$ cat config.mk
export PLATFORM = sky130hd
export DESIGN_NAME = memory_32_6_arbiter
export DESIGN_NICKNAME = d
export VERILOG_FILES = /design/src/rtl/memory_32_6_arbiter.sv
export SDC_FILE = /design/constraint.sdc
export NUM_CORES = 1
export LEC_CHECK = 0
export CAP_MARGIN = 20
export CORE_AREA = 2 2 88 90
export CTS_CLUSTER_DIAMETER = 60
export DETAILED_ROUTE_END_ITERATION = 10
export DIE_AREA = 0 0 90 92
export GPL_ROUTABILITY_DRIVEN = 1
export PLACE_DENSITY_LB_ADDON = 0.3
export SYNTH_ARGS = -nofsm -noshare
export SYNTH_HDL_FRONTEND = slang
export SYNTH_SLANG_ARGS = --single-unit
$ cat constraint.sdc
create_clock -name clk -period 2.95 [get_ports clk]
set_input_delay 0.885 -clock clk [delete_from_list [all_inputs] [get_ports clk]]
set_output_delay 0.885 -clock clk [all_outputs]
set_load 0.005 [all_outputs]
$ cat src/rtl/memory_32_6_arbiter.sv
// Two-requester arbiter and read-return sequencer for memory_32_6 (64x32, 2-cycle read).
// One grant per cycle; read tags ride a 2-stage pipe aligned to the memory's read latency.

package memory_32_6_pkg;
   typedef struct packed {
      logic       wr_vld;
      logic [5:0] wr_address;
      logic [5:0] rd_address;
   } m_32_6;
endpackage

module memory_32_6_arbiter
   import memory_32_6_pkg::*;
#(
   parameter bit FIXED_PRI = 1'b0
) (
   input  logic        clk,
   input  logic        reset,
   input  logic        req0_vld,
   output logic        req0_rdy,
   input  logic        req0_wr,
   input  logic [5:0]  req0_addr,
   input  logic [31:0] req0_wr_data,
   input  logic        req1_vld,
   output logic        req1_rdy,
   input  logic        req1_wr,
   input  logic [5:0]  req1_addr,
   input  logic [31:0] req1_wr_data,
   output logic        rsp0_vld,
   output logic [31:0] rsp0_data,
   output logic        rsp1_vld,
   output logic [31:0] rsp1_data,
   output m_32_6       m,
   output logic [31:0] m_wr_data,
   input  logic [31:0] m_rd_data,
   output logic        busy
);
   localparam int NUM_REQ = 2;
   localparam int STAGES  = 2;

   logic [NUM_REQ-1:0]        req_vld, req_wr, gnt, rsp_vld;
   logic [NUM_REQ-1:0][5:0]   req_addr;
   logic [NUM_REQ-1:0][31:0]  req_wdata;

   logic                      sel, xfer, issue_rd;
   logic                      rr_q, rr_d;
   logic [STAGES:1]           vld_pipe_q;
   logic [STAGES:1]           id_pipe_q;

   assign req_vld   = {req1_vld, req0_vld};
   assign req_wr    = {req1_wr, req0_wr};
   assign req_addr  = {req1_addr, req0_addr};
   assign req_wdata = {req1_wr_data, req0_wr_data};

   // Winner index: rr pointer (or requester 0) only matters under contention.
   always_comb begin
      sel = (&req_vld) ? (FIXED_PRI ? 1'b0 : rr_q) : req_vld[1];
      gnt = '0;
      if (reset && req_vld[sel]) gnt[sel] = 1'b1;
      xfer     = |gnt;
      issue_rd = xfer & ~req_wr[sel];
      rr_d     = xfer ? ~sel : rr_q;
   end

   assign req0_rdy = gnt[0];
   assign req1_rdy = gnt[1];

   always_comb begin
      m         = '0;
      m_wr_data = '0;
      if (xfer) begin
         if (req_wr[sel]) begin
            m.wr_vld     = 1'b1;
            m.wr_address = req_addr[sel];
            m_wr_data    = req_wdata[sel];
         end else begin
            m.rd_address = req_addr[sel];
         end
      end
   end

   always_ff @(posedge clk or negedge reset) begin
      if (!reset) begin
         rr_q       <= 1'b0;
         vld_pipe_q <= '0;
         id_pipe_q  <= '0;
      end else begin
         rr_q       <= rr_d;
         vld_pipe_q <= {vld_pipe_q[STAGES-1:1], issue_rd};
         id_pipe_q  <= {id_pipe_q[STAGES-1:1], sel};
      end
   end

   // The last pipe stage lines up with m_rd_data of the tagged read.
   for (genvar i = 0; i < NUM_REQ; i++) begin : g_rsp
      assign rsp_vld[i] = vld_pipe_q[STAGES] & (id_pipe_q[STAGES] == 1'(i));
   end

   assign rsp0_vld  = rsp_vld[0];
   assign rsp1_vld  = rsp_vld[1];
   assign rsp0_data = rsp_vld[0] ? m_rd_data : '0;
   assign rsp1_data = rsp_vld[1] ? m_rd_data : '0;
   assign busy      = |vld_pipe_q;

endmodule
# After elaboration in Yosys (flattened, before gate mapping)
# Index checks and enable logic that the tools add are counted.
[totals]
ff_bits = 5
in_bits = 114
output_inout_bits = 114
[op_classes]
order_cmp = 2
n_mux = 19
n_bitwise = 6
reduce_logical = 5
[op_table]
columns = ["operator", "count"]
rows = [
  ["$mux W32", 6],
  ["$mux W6", 3],
  ["$mux W13", 1],
  ["$mux W7", 1],
  ["$mux W1", 6],
  ["$reduce_or A2 Y1", 2],
  ["$and A1 B1 Y1", 3],
  ["$not A1 Y1", 3],
  ["$logic_and A1 B1 Y1", 2],
  ["$lt A1 B2 Y1 const B", 1],
  ["$mux W2", 1],
  ["$reduce_and A2 Y1", 1],
  ["$demux W1 S1", 1],
  ["$ge A1 B1 Y1 const B", 1],
]

# Logic depth before layout (Yosys ltp)
[logic_depth]
word_depth = 9
mapped_depth = 6
ltp_nobuf = 3

# Least setup slack after synthesis
# Ideal clock, no wire load.
[synth_path]
path_type = "input-to-output"
start = "in req1_vld"
end = "out m_wr_data[23]"
arrival_time_ns = 1.727
required_time_ns = 2.065
setup_slack_ns = 0.338
stages = 5
n_path_buf = 2
path_cell_list = "buf_2 inv_1 clkbuf_1 o21ai_0 a211oi_1"
[synth_between]
elab_chain_len = 9
elab_cells_between_ends = 18
cone_classes = "order compare: 2; mux: 12; reduce/logical: 4"
[synth_rtl]
columns = ["element", "line", "text"]
rows = [
  ["from (decl)", "24", "input logic req1_vld,"],
  ["$reduce_and A2 Y1", "57", "sel = (&req_vld) ? (FIXED_PRI ? 1'b0 : rr_q) : req_vld[1];"],
  ["$mux W1", "57", ""],
  ["$lt A1 B2 Y1 (implied by the code) / $ge A1 B1 Y1 (equally long branches)", "59", "if (reset && req_vld[sel]) gnt[sel] = 1'b1;"],
  ["$logic_and A1 B1 Y1 (implied by the code)", "59", ""],
  ["$mux W1 (implied by the code)", "59", ""],
  ["$demux W1 S1", "59", ""],
  ["$mux W2", "59", ""],
  ["$reduce_or A2 Y1", "60", "xfer = |gnt;"],
  ["$mux W32 *", "71", "if (xfer) begin"],
  ["to (decl)", "34", "output logic [31:0] m_wr_data,"],
]
# Mark *: on every way between the ends. The rest lies on a longest branch, timed or not. The select of a mux whose other input is x is not followed.

# Worst setup path after layout
[layout_path]
start = "in m_rd_data[2]"
end = "out rsp1_data[2]"
[layout_between]
elab_chain_len = 1
[layout_rtl]
columns = ["element", "line", "text"]
rows = [
  ["from (decl)", "35", "input logic [31:0] m_rd_data,"],
  ["$mux W32", "102", "assign rsp1_data = rsp_vld[1] ? m_rd_data : '0;"],
  ["to (decl)", "32", "output logic [31:0] rsp1_data,"],
]
# No other way between the ends.

==> run metrics <==
H-tree depth=1; Clk Latency, worst-skew pair=220 ps; site row count=32; leading area contributor after synthesis=a211oi_1; ANT nets after route=0; P&R area growth vs syn=172.7%; MaxCap Viol Count=0; clock buffer depth=2; max-slew violations=0; commonest register cell after synthesis=dfrtp_1; post-synthesis sequential area ratio=0.07987; Synth Area in Compound Gates=0.3866; ys async rst share=1.000; Worst EP arrival=2030 ps; Final HPWL DP=6926 um; Worst setup EP type=primary output; # IOs=228; register bit count reported by yosys=5; Crit Path Class=in2out; Yosys top cell area share=0.1677; Yosys cell types=24; Worst Max-Slew Pin Slew=364.4 ps; final std cells w/o fill=579; main area contributors after synthesis=a211oi_1, and2_1, and3_1; Die W=90 um; CTS root buffer=clkbuf_8; Avg Cell Area, Syn=6.447 um^2; peak supply drop=103.3 uV; final setup violation count=0; Yosys warnings=0; Die Area=0.008280 mm^2; initial antenna violation count=0; Worst slew margin=0.7545; CP Max Fanout=2; wire length per cell=16.65 um; Final Hold Violating Endpoints=0; first-pass GRT wire length=14930 um; Num Clock Sinks=5; Synth Area in XOR/XNOR=0; largest net degree at the start of global routing=34; Worst Setup Start Kind=input port; Vias=2884; proportion of layout cells with a drive suffix above 1=0.2683; DRC violations left=0; Cells after DPL=558; Syn Nets=357; part of the cycle the worst path needs=0.9896; P per Cell Area=201.0 mW/mm^2; worst min-delay path category=reg2reg; clock skew=2.844 ps; placed inst area=0.004051 mm^2; fin area=0.004272 mm^2; fill count=688; WP data required=2070 ps; Simple-Gate Fraction of Synth Area=0.4169; fmax=342.6 MHz; Placer Congestion=0.7576; Synth Area in Adders=0; Initial DRT Pass Iterations=4; Starting Density=0.2103; largest family of logic cells by synthesized area=simple AND/OR/NAND/NOR gates; mapped cell area=0.001567 mm^2; final wirelength=9638 um; ANT cells=0; Pleak=1.885 nW; multiplexer share of the synthesized area=0; Util after Layout=0.5736; Iter 0 DRT Violations=66; hold buffer count at cts=0; Post-Syn Instances=243; total grt overflow=0; Hold WS=341.2 ps; All-Layer GR Usage=0.2205; height of the chip=92 um; CORE AREA=0.007447 mm^2; min cycle time layout=2919 ps; nets@finish=592; status=finished, final reports clean; vias per inst=4.981; Worst-path clk slew=40 ps; CTS tree=yes; IO Port Bufs=227; number of synthesized flops with an enable pin=0; CTS buffer count=3; total power=0.8587 mW; vias in the first global route=2915
[flip-flops by register name, summed over array words and instances, names as in the netlist]
register	flops
vld_pipe_q	2
rr_q	1
id_pipe_q	2
[cell usage in the layout, fill, tap and decap left out]
cell               n
nand2b_4           1
a32oi_4            1
dfrtp_1            5
or2_2              1
buf_4             19
a211oi_2          34
a21boi_4           1
clkbuf_8           3
dlygate4sd2_1      6
o21ai_1            3
buf_16             3
nor2b_1            1
buf_6              8
a32oi_1            1
nor3_1             1
dlymetal6s2s_1     6
a211oi_1           9
nand3_1           38
inv_1              3
nor2_1             3
inv_2              1
buf_12             6
clkbuf_2           4
o21ai_0           35
clkbuf_1           1
a211oi_4           1
and3_1            32
buf_2             40
and2_1            34
buf_8              4
a21oi_1            1
and2b_2            1
a31oi_1            1
clkdlybuf4s50_1  169
[area by class of cell]
type	count	area, um^2	share of cell area
Clock buffer	4	45.04	0.01054
Tap cell	102	127.6	0.02988
Timing Repair Buffer	265	2535	0.5934
Inverter	4	15.01	0.003515
Multi-Input combinational cell	199	1424	0.3333
Sequential cell	5	125.1	0.02929
[worst max-delay path: stages]
cell and delay [ps]:
clkdlybuf4s50_1 480, and3_1 140, clkdlybuf4s50_1 530
[logic make-up after synthesis]
family,after synthesis
buffers and inverters,39
AO/OA/AOI/OAI,87
AND/OR/NAND/NOR,112
flip-flops,5
[synth_stat cells (3+ instances only)]
master    instances
o21ai_0          38
and2_1           34
clkbuf_1         18
and3_1           32
nand3_1          38
dfrtp_1           5
a211oi_2          9
nor2_1            3
inv_1             4
a211oi_1         35
buf_2            10
[metrics by stage]
step / worst slack (ps) / setup TNS (ps)
2_1_floorplan: 337.9 / 0
3_3_place_gp: -663.2 / -28020
3_5_place_dp: -758.1 / -30810
4_1_cts: -28.68 / -30.79
5_1_grt: -13.17 / -14.97
6_report: 30.74 / 0
[final timing paths]
| path | start | end | slack [ps] | cells past startpoint |
|---|---|---|---|---|
| setup / recovery | m_rd_data[2] | rsp1_data[2] | 30 | 3 |
| hold / removal | id_pipe_q[1]$_DFF_PN0_ | id_pipe_q[2]$_DFF_PN0_ | 340 | 0 |
| setup reg to reg | rr_q$_DFFE_PN0P_ | vld_pipe_q[1]$_DFF_PN0_ | 1600 | 5 |
| hold reg to reg | id_pipe_q[1]$_DFF_PN0_ | id_pipe_q[2]$_DFF_PN0_ | 340 | 0 |
| max in group asynchronous | reset | vld_pipe_q[2]$_DFF_PN0_ | 2080 | 2 |
| min in group asynchronous | reset | rr_q$_DFFE_PN0P_ | 760 | 2 |
[repair_timing]
action / CTS / global route
cloned: 4 / 0
resized for setup: 221 / 28
buffers inserted: 12 / 4
endpoints found under the setup margin: 48 / 45
pin swaps: 4 / 7
hold endpoints to repair: 0 / 0
[metal layers]
| layer | wire length (um) | track usage | vias to the layer above |
|---|---|---|---|
| met5 | 0 | 0 | - |
| met4 | 184 | 0.06538 | 0 |
| met3 | 840 | 0.05670 | 12 |
| met2 | 4791 | 0.4035 | 164 |
| met1 | 3822 | 0.2519 | 1334 |
| li1 | - | - | 1374 |
[report_power, final]
| part | internal, mW | switching (mW) |
|---|---|---|
| combinational | 0.373 | 0.277 |
| clock | 0.0928 | 0.0336 |
| sequential | 0.0763 | 0.00662 |
| total | 0.542 | 0.317 |
Note: power is estimated with default switching activity, not from simulation.
